### config.mk
export PLATFORM = sky130hd
export DESIGN_NAME = dap_swd_target
export DESIGN_NICKNAME = d
export VERILOG_FILES = /design/src/rtl/dap_swd_target.sv
export SDC_FILE = /design/constraint.sdc
export NUM_CORES = 1
export LEC_CHECK = 0
export CAP_MARGIN = 20
export CELL_PAD_IN_SITES_DETAIL_PLACEMENT = 0
export CELL_PAD_IN_SITES_GLOBAL_PLACEMENT = 2
export CORE_MARGIN = 2
export CORE_UTILIZATION = 40
export CTS_CLUSTER_DIAMETER = 80
export DETAILED_ROUTE_END_ITERATION = 8
export PLACE_DENSITY = 0.94
export REMOVE_ABC_BUFFERS = 1
export SYNTH_ARGS = -nofsm -noshare
export SYNTH_HDL_FRONTEND = slang
export SYNTH_SLANG_ARGS = --single-unit
### constraint.sdc
create_clock -name clk -period 8.01 [get_ports clk]
set_input_delay 1.2015 -clock clk [delete_from_list [all_inputs] [get_ports clk]]
set_output_delay 1.2015 -clock clk [all_outputs]
set_load 0.01 [all_outputs]
### src/rtl/dap_swd_target.sv
// SWD target engine: oversamples host SWCLK/SWDIO, decodes request packets,
// returns ACK/read data from a register backend and captures write data.
module dap_swd_target #(
  parameter int LINE_RESET_BITS = 50
) (
  input  logic        clk,
  input  logic        reset,
  input  logic        SWCLK_I,
  input  logic        SWDIO_I,
  output logic        SWDIO_O,
  output logic        SWDIO_T,
  output logic        req_valid,
  output logic        req_apndp,
  output logic        req_rnw,
  output logic [1:0]  req_addr,
  input  logic        resp_valid,
  input  logic [2:0]  resp_ack,
  input  logic [31:0] resp_rdata,
  output logic        wr_valid,
  output logic [31:0] wr_data,
  output logic        wr_perr,
  output logic        proto_err,
  output logic        line_reset
);
  localparam int LRW = $clog2(LINE_RESET_BITS + 1);

  typedef enum logic [2:0] {S_IDLE, S_REQ, S_ACK, S_RDATA, S_WDATA, S_END} state_t;

  state_t state_reg, state_next;
  logic swclk_s1_reg, swclk_s2_reg, swclk_s3_reg, dio_s1_reg, dio_s2_reg;
  logic [5:0]     cnt_reg, cnt_next, edge_n;
  logic [6:0]     hdr_reg, hdr_next, hdr_shift;
  logic [2:0]     ack_reg, ack_next, ack_sel;
  logic [31:0]    rd_reg, rd_next, wd_reg, wd_next, wr_data_reg, wr_data_next;
  logic           par_reg, par_next, wr_perr_reg, wr_perr_next;
  logic [LRW-1:0] lr_cnt_reg, lr_cnt_next;
  logic           armed_reg, armed_next, lr_fire;
  logic           swdio_o_reg, swdio_o_next, swdio_t_reg, swdio_t_next;
  logic           req_apndp_reg, req_apndp_next, req_rnw_reg, req_rnw_next;
  logic [1:0]     req_addr_reg, req_addr_next;
  logic           req_valid_reg, req_valid_next, wr_valid_reg, wr_valid_next;
  logic           proto_err_reg, proto_err_next, line_reset_reg, line_reset_next;
  logic           edge_det, dio;

  assign edge_det = swclk_s2_reg & ~swclk_s3_reg;
  assign dio      = dio_s2_reg;

  always_ff @(posedge clk or posedge reset) begin
    if (reset) begin
      swclk_s1_reg <= 1'b0; swclk_s2_reg <= 1'b0; swclk_s3_reg <= 1'b0;
      dio_s1_reg   <= 1'b0; dio_s2_reg   <= 1'b0;
      state_reg <= S_IDLE; cnt_reg <= '0; hdr_reg <= '0; ack_reg <= '0;
      rd_reg <= '0; par_reg <= 1'b0; wd_reg <= '0; lr_cnt_reg <= '0; armed_reg <= 1'b1;
      swdio_o_reg <= 1'b0; swdio_t_reg <= 1'b1;
      req_apndp_reg <= 1'b0; req_rnw_reg <= 1'b0; req_addr_reg <= '0;
      wr_data_reg <= '0; wr_perr_reg <= 1'b0;
      req_valid_reg <= 1'b0; wr_valid_reg <= 1'b0; proto_err_reg <= 1'b0; line_reset_reg <= 1'b0;
    end else begin
      swclk_s1_reg <= SWCLK_I; swclk_s2_reg <= swclk_s1_reg; swclk_s3_reg <= swclk_s2_reg;
      dio_s1_reg   <= SWDIO_I; dio_s2_reg   <= dio_s1_reg;
      state_reg <= state_next; cnt_reg <= cnt_next; hdr_reg <= hdr_next; ack_reg <= ack_next;
      rd_reg <= rd_next; par_reg <= par_next; wd_reg <= wd_next;
      lr_cnt_reg <= lr_cnt_next; armed_reg <= armed_next;
      swdio_o_reg <= swdio_o_next; swdio_t_reg <= swdio_t_next;
      req_apndp_reg <= req_apndp_next; req_rnw_reg <= req_rnw_next; req_addr_reg <= req_addr_next;
      wr_data_reg <= wr_data_next; wr_perr_reg <= wr_perr_next;
      req_valid_reg <= req_valid_next; wr_valid_reg <= wr_valid_next;
      proto_err_reg <= proto_err_next; line_reset_reg <= line_reset_next;
    end
  end

  always_comb begin
    state_next = state_reg;     cnt_next = cnt_reg;         hdr_next = hdr_reg;
    ack_next = ack_reg;         rd_next = rd_reg;           par_next = par_reg;
    wd_next = wd_reg;           lr_cnt_next = lr_cnt_reg;   armed_next = armed_reg;
    swdio_o_next = swdio_o_reg; swdio_t_next = swdio_t_reg;
    req_apndp_next = req_apndp_reg; req_rnw_next = req_rnw_reg; req_addr_next = req_addr_reg;
    wr_data_next = wr_data_reg; wr_perr_next = wr_perr_reg;
    req_valid_next = 1'b0; wr_valid_next = 1'b0; proto_err_next = 1'b0; line_reset_next = 1'b0;
    lr_fire   = 1'b0;
    hdr_shift = {dio, hdr_reg[6:1]};
    ack_sel   = resp_valid ? resp_ack : 3'b010;
    edge_n    = cnt_reg + 6'd1;
    if (edge_det) begin
      cnt_next = edge_n;
      // The run-of-ones counter only observes the line while the host owns it.
      if (swdio_t_reg) begin
        if (dio) begin
          if (lr_cnt_reg != LRW'(LINE_RESET_BITS)) lr_cnt_next = lr_cnt_reg + LRW'(1);
          lr_fire = (lr_cnt_reg == LRW'(LINE_RESET_BITS - 1));
        end else begin
          lr_cnt_next = '0;
          armed_next  = 1'b1;
        end
      end
      if (lr_fire) begin
        state_next = S_IDLE; swdio_t_next = 1'b1; swdio_o_next = 1'b0;
        line_reset_next = 1'b1; armed_next = 1'b0;
      end else begin
        case (state_reg)
          S_IDLE: begin
            cnt_next = '0;
            if (dio && armed_reg) begin
              state_next = S_REQ;
              cnt_next   = 6'd1;
            end
          end
          S_REQ: begin
            hdr_next = hdr_shift;
            // hdr_shift: [0]APnDP [1]RnW [2]A2 [3]A3 [4]parity [5]stop [6]park
            if (edge_n == 6'd8) begin
              if (!(^hdr_shift[4:0]) && !hdr_shift[5] && hdr_shift[6]) begin
                req_apndp_next = hdr_shift[0];
                req_rnw_next   = hdr_shift[1];
                req_addr_next  = {hdr_shift[3], hdr_shift[2]};
                req_valid_next = 1'b1;
                state_next     = S_ACK;
              end else begin
                proto_err_next = 1'b1;
                state_next     = S_IDLE;
              end
            end
          end
          S_ACK: begin
            if (edge_n == 6'd9) begin
              ack_next = ack_sel; rd_next = resp_rdata; par_next = ^resp_rdata;
              swdio_t_next = 1'b0; swdio_o_next = ack_sel[0];
            end else if (edge_n == 6'd10) begin
              swdio_o_next = ack_reg[1];
            end else if (edge_n == 6'd11) begin
              swdio_o_next = ack_reg[2];
            end else begin
              if (ack_reg == 3'b001 && req_rnw_reg) begin
                swdio_o_next = rd_reg[0]; rd_next = rd_reg >> 1; state_next = S_RDATA;
              end else begin
                swdio_t_next = 1'b1; swdio_o_next = 1'b0;
                state_next = (ack_reg == 3'b001) ? S_WDATA : S_END;
              end
            end
          end
          S_RDATA: begin
            if (edge_n <= 6'd43) begin
              swdio_o_next = rd_reg[0]; rd_next = rd_reg >> 1;
            end else if (edge_n == 6'd44) begin
              swdio_o_next = par_reg;
            end else if (edge_n == 6'd45) begin
              swdio_t_next = 1'b1; swdio_o_next = 1'b0;
            end else begin
              state_next = S_IDLE; cnt_next = '0;
            end
          end
          S_WDATA: begin
            if (edge_n >= 6'd14 && edge_n <= 6'd45) begin
              wd_next = {dio, wd_reg[31:1]};
            end else if (edge_n == 6'd46) begin
              wr_data_next = wd_reg; wr_perr_next = ^{wd_reg, dio};
              wr_valid_next = 1'b1; state_next = S_IDLE; cnt_next = '0;
            end
          end
          default: begin
            state_next = S_IDLE; cnt_next = '0;
          end
        endcase
      end
    end
  end

  assign SWDIO_O    = swdio_o_reg;
  assign SWDIO_T    = swdio_t_reg;
  assign req_valid  = req_valid_reg;
  assign req_apndp  = req_apndp_reg;
  assign req_rnw    = req_rnw_reg;
  assign req_addr   = req_addr_reg;
  assign wr_valid   = wr_valid_reg;
  assign wr_data    = wr_data_reg;
  assign wr_perr    = wr_perr_reg;
  assign proto_err  = proto_err_reg;
  assign line_reset = line_reset_reg;
endmodule

==> results by group <==
Outcome
  – Status: finished, final reports clean

Synthesis
  – Yosys warns: 0
  – Synthesized instance count: 609
  – Syn avg cell area: 11.2 um^2
  – Count of cell types in the netlist: 57
  – Post-synthesis instance area: 6820 um^2
  – Sequential share of the synthesized area: 50.7%
  – Register bit total from synthesis: 138

Worst hold path
  – Hold Startpoint: swclk_s1_reg$_DFF_PP0_
  – Hold EP: swclk_s2_reg$_DFF_PP0_
  – Worst Hold Class: flop to flop
  – Worst hold stages: 0

STA
  – Clock Skew: 0.0109 ns
  – Setup Total Neg Slack: 0 ns
  – RSZ-0062 raised after global routing: false
  – FMAX: 322 MHz
  – Final period utilization: 38.7%
  – Endpoints failing setup: 0
  – Hold_ws: 0.348 ns
  – Worst slew pin tran: 0.782 ns
  – Post-layout min period: 3.10 ns
  – Slew HR: 47.4%
  – Max-slew violations: 0
  – Final hold violation count: 0

Die
  – Die W: 135 um
  – Row cnt: 47
  – Chip Height: 135 um
  – Initial core utilization: 41.0%
  – Core Area: 16600 um^2
  – DIE AREA: 18100 um^2
  – Ports: 83

Drt
  – Via density: 5.06
  – DR iter-0 viols: 361
  – Residual DRC: 0
  – First-pass DRT Iterations: 5
  – Routed wire per std cell: 15.7 um
  – Total wire length: 14500 um
  – Number of routed nets with antenna violations: 0
  – Vias post-DR: 4680

Final layout
  – Sequential cell area: 3460 um^2
  – Ant. Diodes: 0
  – Multi-input logic area: 3210 um^2
  – Layout net count: 739
  – P&R area growth vs syn: 24.2%
  – Share of layout cells above drive strength 1: 8.24%
  – Non-filler cells in the finished layout: 924
  – Layout fillers: 1462
  – Final instance area: 8460 um^2

Critical path
  – Arrival @ worst endpoint: 3.44 ns
  – CP required: 8.35 ns
  – Crit-path max cell delay: 0.51 ns
  – Kind of critical path: flop to flop
  – Worst reg2reg startpoint: cnt_reg[0]$_DFFE_PP0P_
  – Crit-path cells: inv_1, ha_1, or2_2, a311o_1, a221oi_1, or2_1, nor3_1, or4_1, o21ai_1
  – R2r endpoint: state_reg[2]$_DFFE_PP0P_
  – CP max FO: 10
  – Register-to-Register Path Depth: 9
  – Critical path's slowest cell: or4_1
  – Startpoint types: flop
  – R2R Setup Slk: 4.91 ns
  – Crit. End Element: flop

CTS
  – Resized cells post-CTS: 0
  – H-tree depth: 4
  – Clk sinks: 138
  – Max clock buf depth: 2
  – TritonCTS Buffers: 17
  – Worst skew pair latency: 0.42 ns
  – Reg clk slew, reported paths: 0.06 ns
  – Post-CTS setup buffers: 0
  – CTS Root Cell: clkbuf_16
  – Hold_buf cts: 0
  – CTS tree: built

Global routing
  – Number of global-route vias before repair: 4788
  – Largest net degree at the start of global routing: 84
  – Total gr overflow: 0
  – First-pass GRT wire length: 24400 um
  – Global Route Usage Sum: 17.0%
  – Antenna violations before repair: 0

Place
  – Cells after DPL: 890
  – Final Wtd Congestion: 0.876
  – Port bufs: 82
  – DP Area: 7870 um^2
  – DP Wirelength: 10100 um

Pwr
  – Pwr Total: 1.54 mW
  – Pwr dens: 182 nW/um^2
  – Leakage: 3.83 nW
  – VDD IR max: 0.159 mV

Run
  – Max cap viols: 0
report_power, final:
part / internal [mW] / switching, mW / total [mW]
sequential: 0.699 / 0.00156 / 0.700
combinational: 0.0448 / 0.0457 / 0.0905
clock: 0.439 / 0.307 / 0.747
cell usage in the layout, fill, tap and decap left out, drive strengths merged, types with 4 or more instances in the layout:
cell type / n
a21oi: 44
a31oi: 8
buf: 5
clkbuf: 20
clkdlybuf4s50: 82
dfrtp: 136
ha: 8
inv: 25
mux2: 76
mux2i: 33
nand2: 40
nand2b: 4
nand3: 18
nor2: 55
nor3: 7
o21ai: 16
o31ai: 5
xnor2: 64
xor2: 8
cell usage after synthesis (all sizes together):
master,number,area share [%]
nor3,7,0.66
xnor2,64,8.2
and3,1,0.092
mux2i,33,4.8
and4,1,0.13
o32a,2,0.29
nor2,55,3.0
o31ai,5,0.55
buf,14,1.0
a21oi,44,3.2
xor2,8,1.0
and2,2,0.18
dfstp,2,0.77
mux2,76,13
a31oi,8,0.73
or2,3,0.28
o211ai,2,0.22
a21bo,1,0.15
o311ai,2,0.26
nor2b,2,0.18
o32ai,1,0.13
o21bai,1,0.11
dfrtp,136,50
nand3,18,1.3
o21ai,16,1.2
or4b,2,0.29
nand2b,4,0.37
ha,8,1.5
o2bb2ai,1,0.13
nor3b,1,0.11
a211oi,1,0.18
or4,1,0.11
a2111o,2,0.33
nor4,3,0.37
a22oi,1,0.11
clkbuf,10,0.55
a221oi,1,0.13
or3,3,0.35
o41ai,1,0.13
a221o,1,0.15
nand2,40,2.2
nand3b,3,0.33
inv,19,1.0
a311oi,2,0.35
a311o,1,0.15
final cells by class:
cell class,instances,share of cell area [%]
flip-flops and latches,138,40.8
multi-input cells,428,38.0
inverters,19,0.902
well taps,220,3.25
clock buffers,20,5.28
clock inverters,12,1.33
repair buffers,87,10.4
how the worst max path moves through the flow:
stage                                     endpoint  slack [ns]                   start  cells after the start
after floorplan                SWDIO_O$_DFFE_PP0P_        3.12                   reset                      1
after global placement      wd_reg[29]$_DFFE_PP0P_        4.91           dio$_DFF_PP0_                      6
after detailed placement     wd_reg[4]$_DFFE_PP0P_        4.87  cnt_reg[0]$_DFFE_PP0P_                      8
after CTS                    wd_reg[5]$_DFFE_PP0P_        4.84  cnt_reg[0]$_DFFE_PP0P_                      8
after global routing        rd_reg[31]$_DFFE_PP0P_        4.68  cnt_reg[0]$_DFFE_PP0P_                      6
final                     state_reg[2]$_DFFE_PP0P_        4.91  cnt_reg[0]$_DFFE_PP0P_                      9
routing by layer:
metal,global-route usage [%],wire [um],up-vias
met5,0,0,-
li1,-,-,2296
met3,4.62,588,22
met1,22.5,6560,2275
met2,27.2,7090,87
met4,6.08,257,0
critical path, delay by kind of cell (launching register included):
| kind | cells | cell delay, ns |
|---|---|---|
| flops | 1 | 0.50 |
| simple gates | 4 | 1.19 |
| compound gates | 3 | 0.93 |
| fa+ha+maj | 1 | 0.29 |
| buf+inv | 1 | 0.11 |
cell families (layout without fill, tap and decap cells):
logic type                 Yosys count  in the layout  synth area share (%)
xor gates and xnor gates            72             72                  9.25
AOI/OAI and AO/OA                   93             93                  8.50
buffers and inverters               43            138                  2.63
DFF                                138            138                  50.7
muxes                              109            109                  17.4
adders and majority gates            8              8                  1.47
and+or+nand+nor                    146            146                  10.0
through the flow:
stage | utilization (%) | worst slack, ns
after floorplan | - | 3.12
after global placement | 47.3 | 4.91
after detailed placement | 47.3 | 4.87
after CTS | 50.6 | 4.84
after global routing | 50.9 | 4.68
final | 50.9 | 4.91
Note: power is estimated with default switching activity, not from simulation.
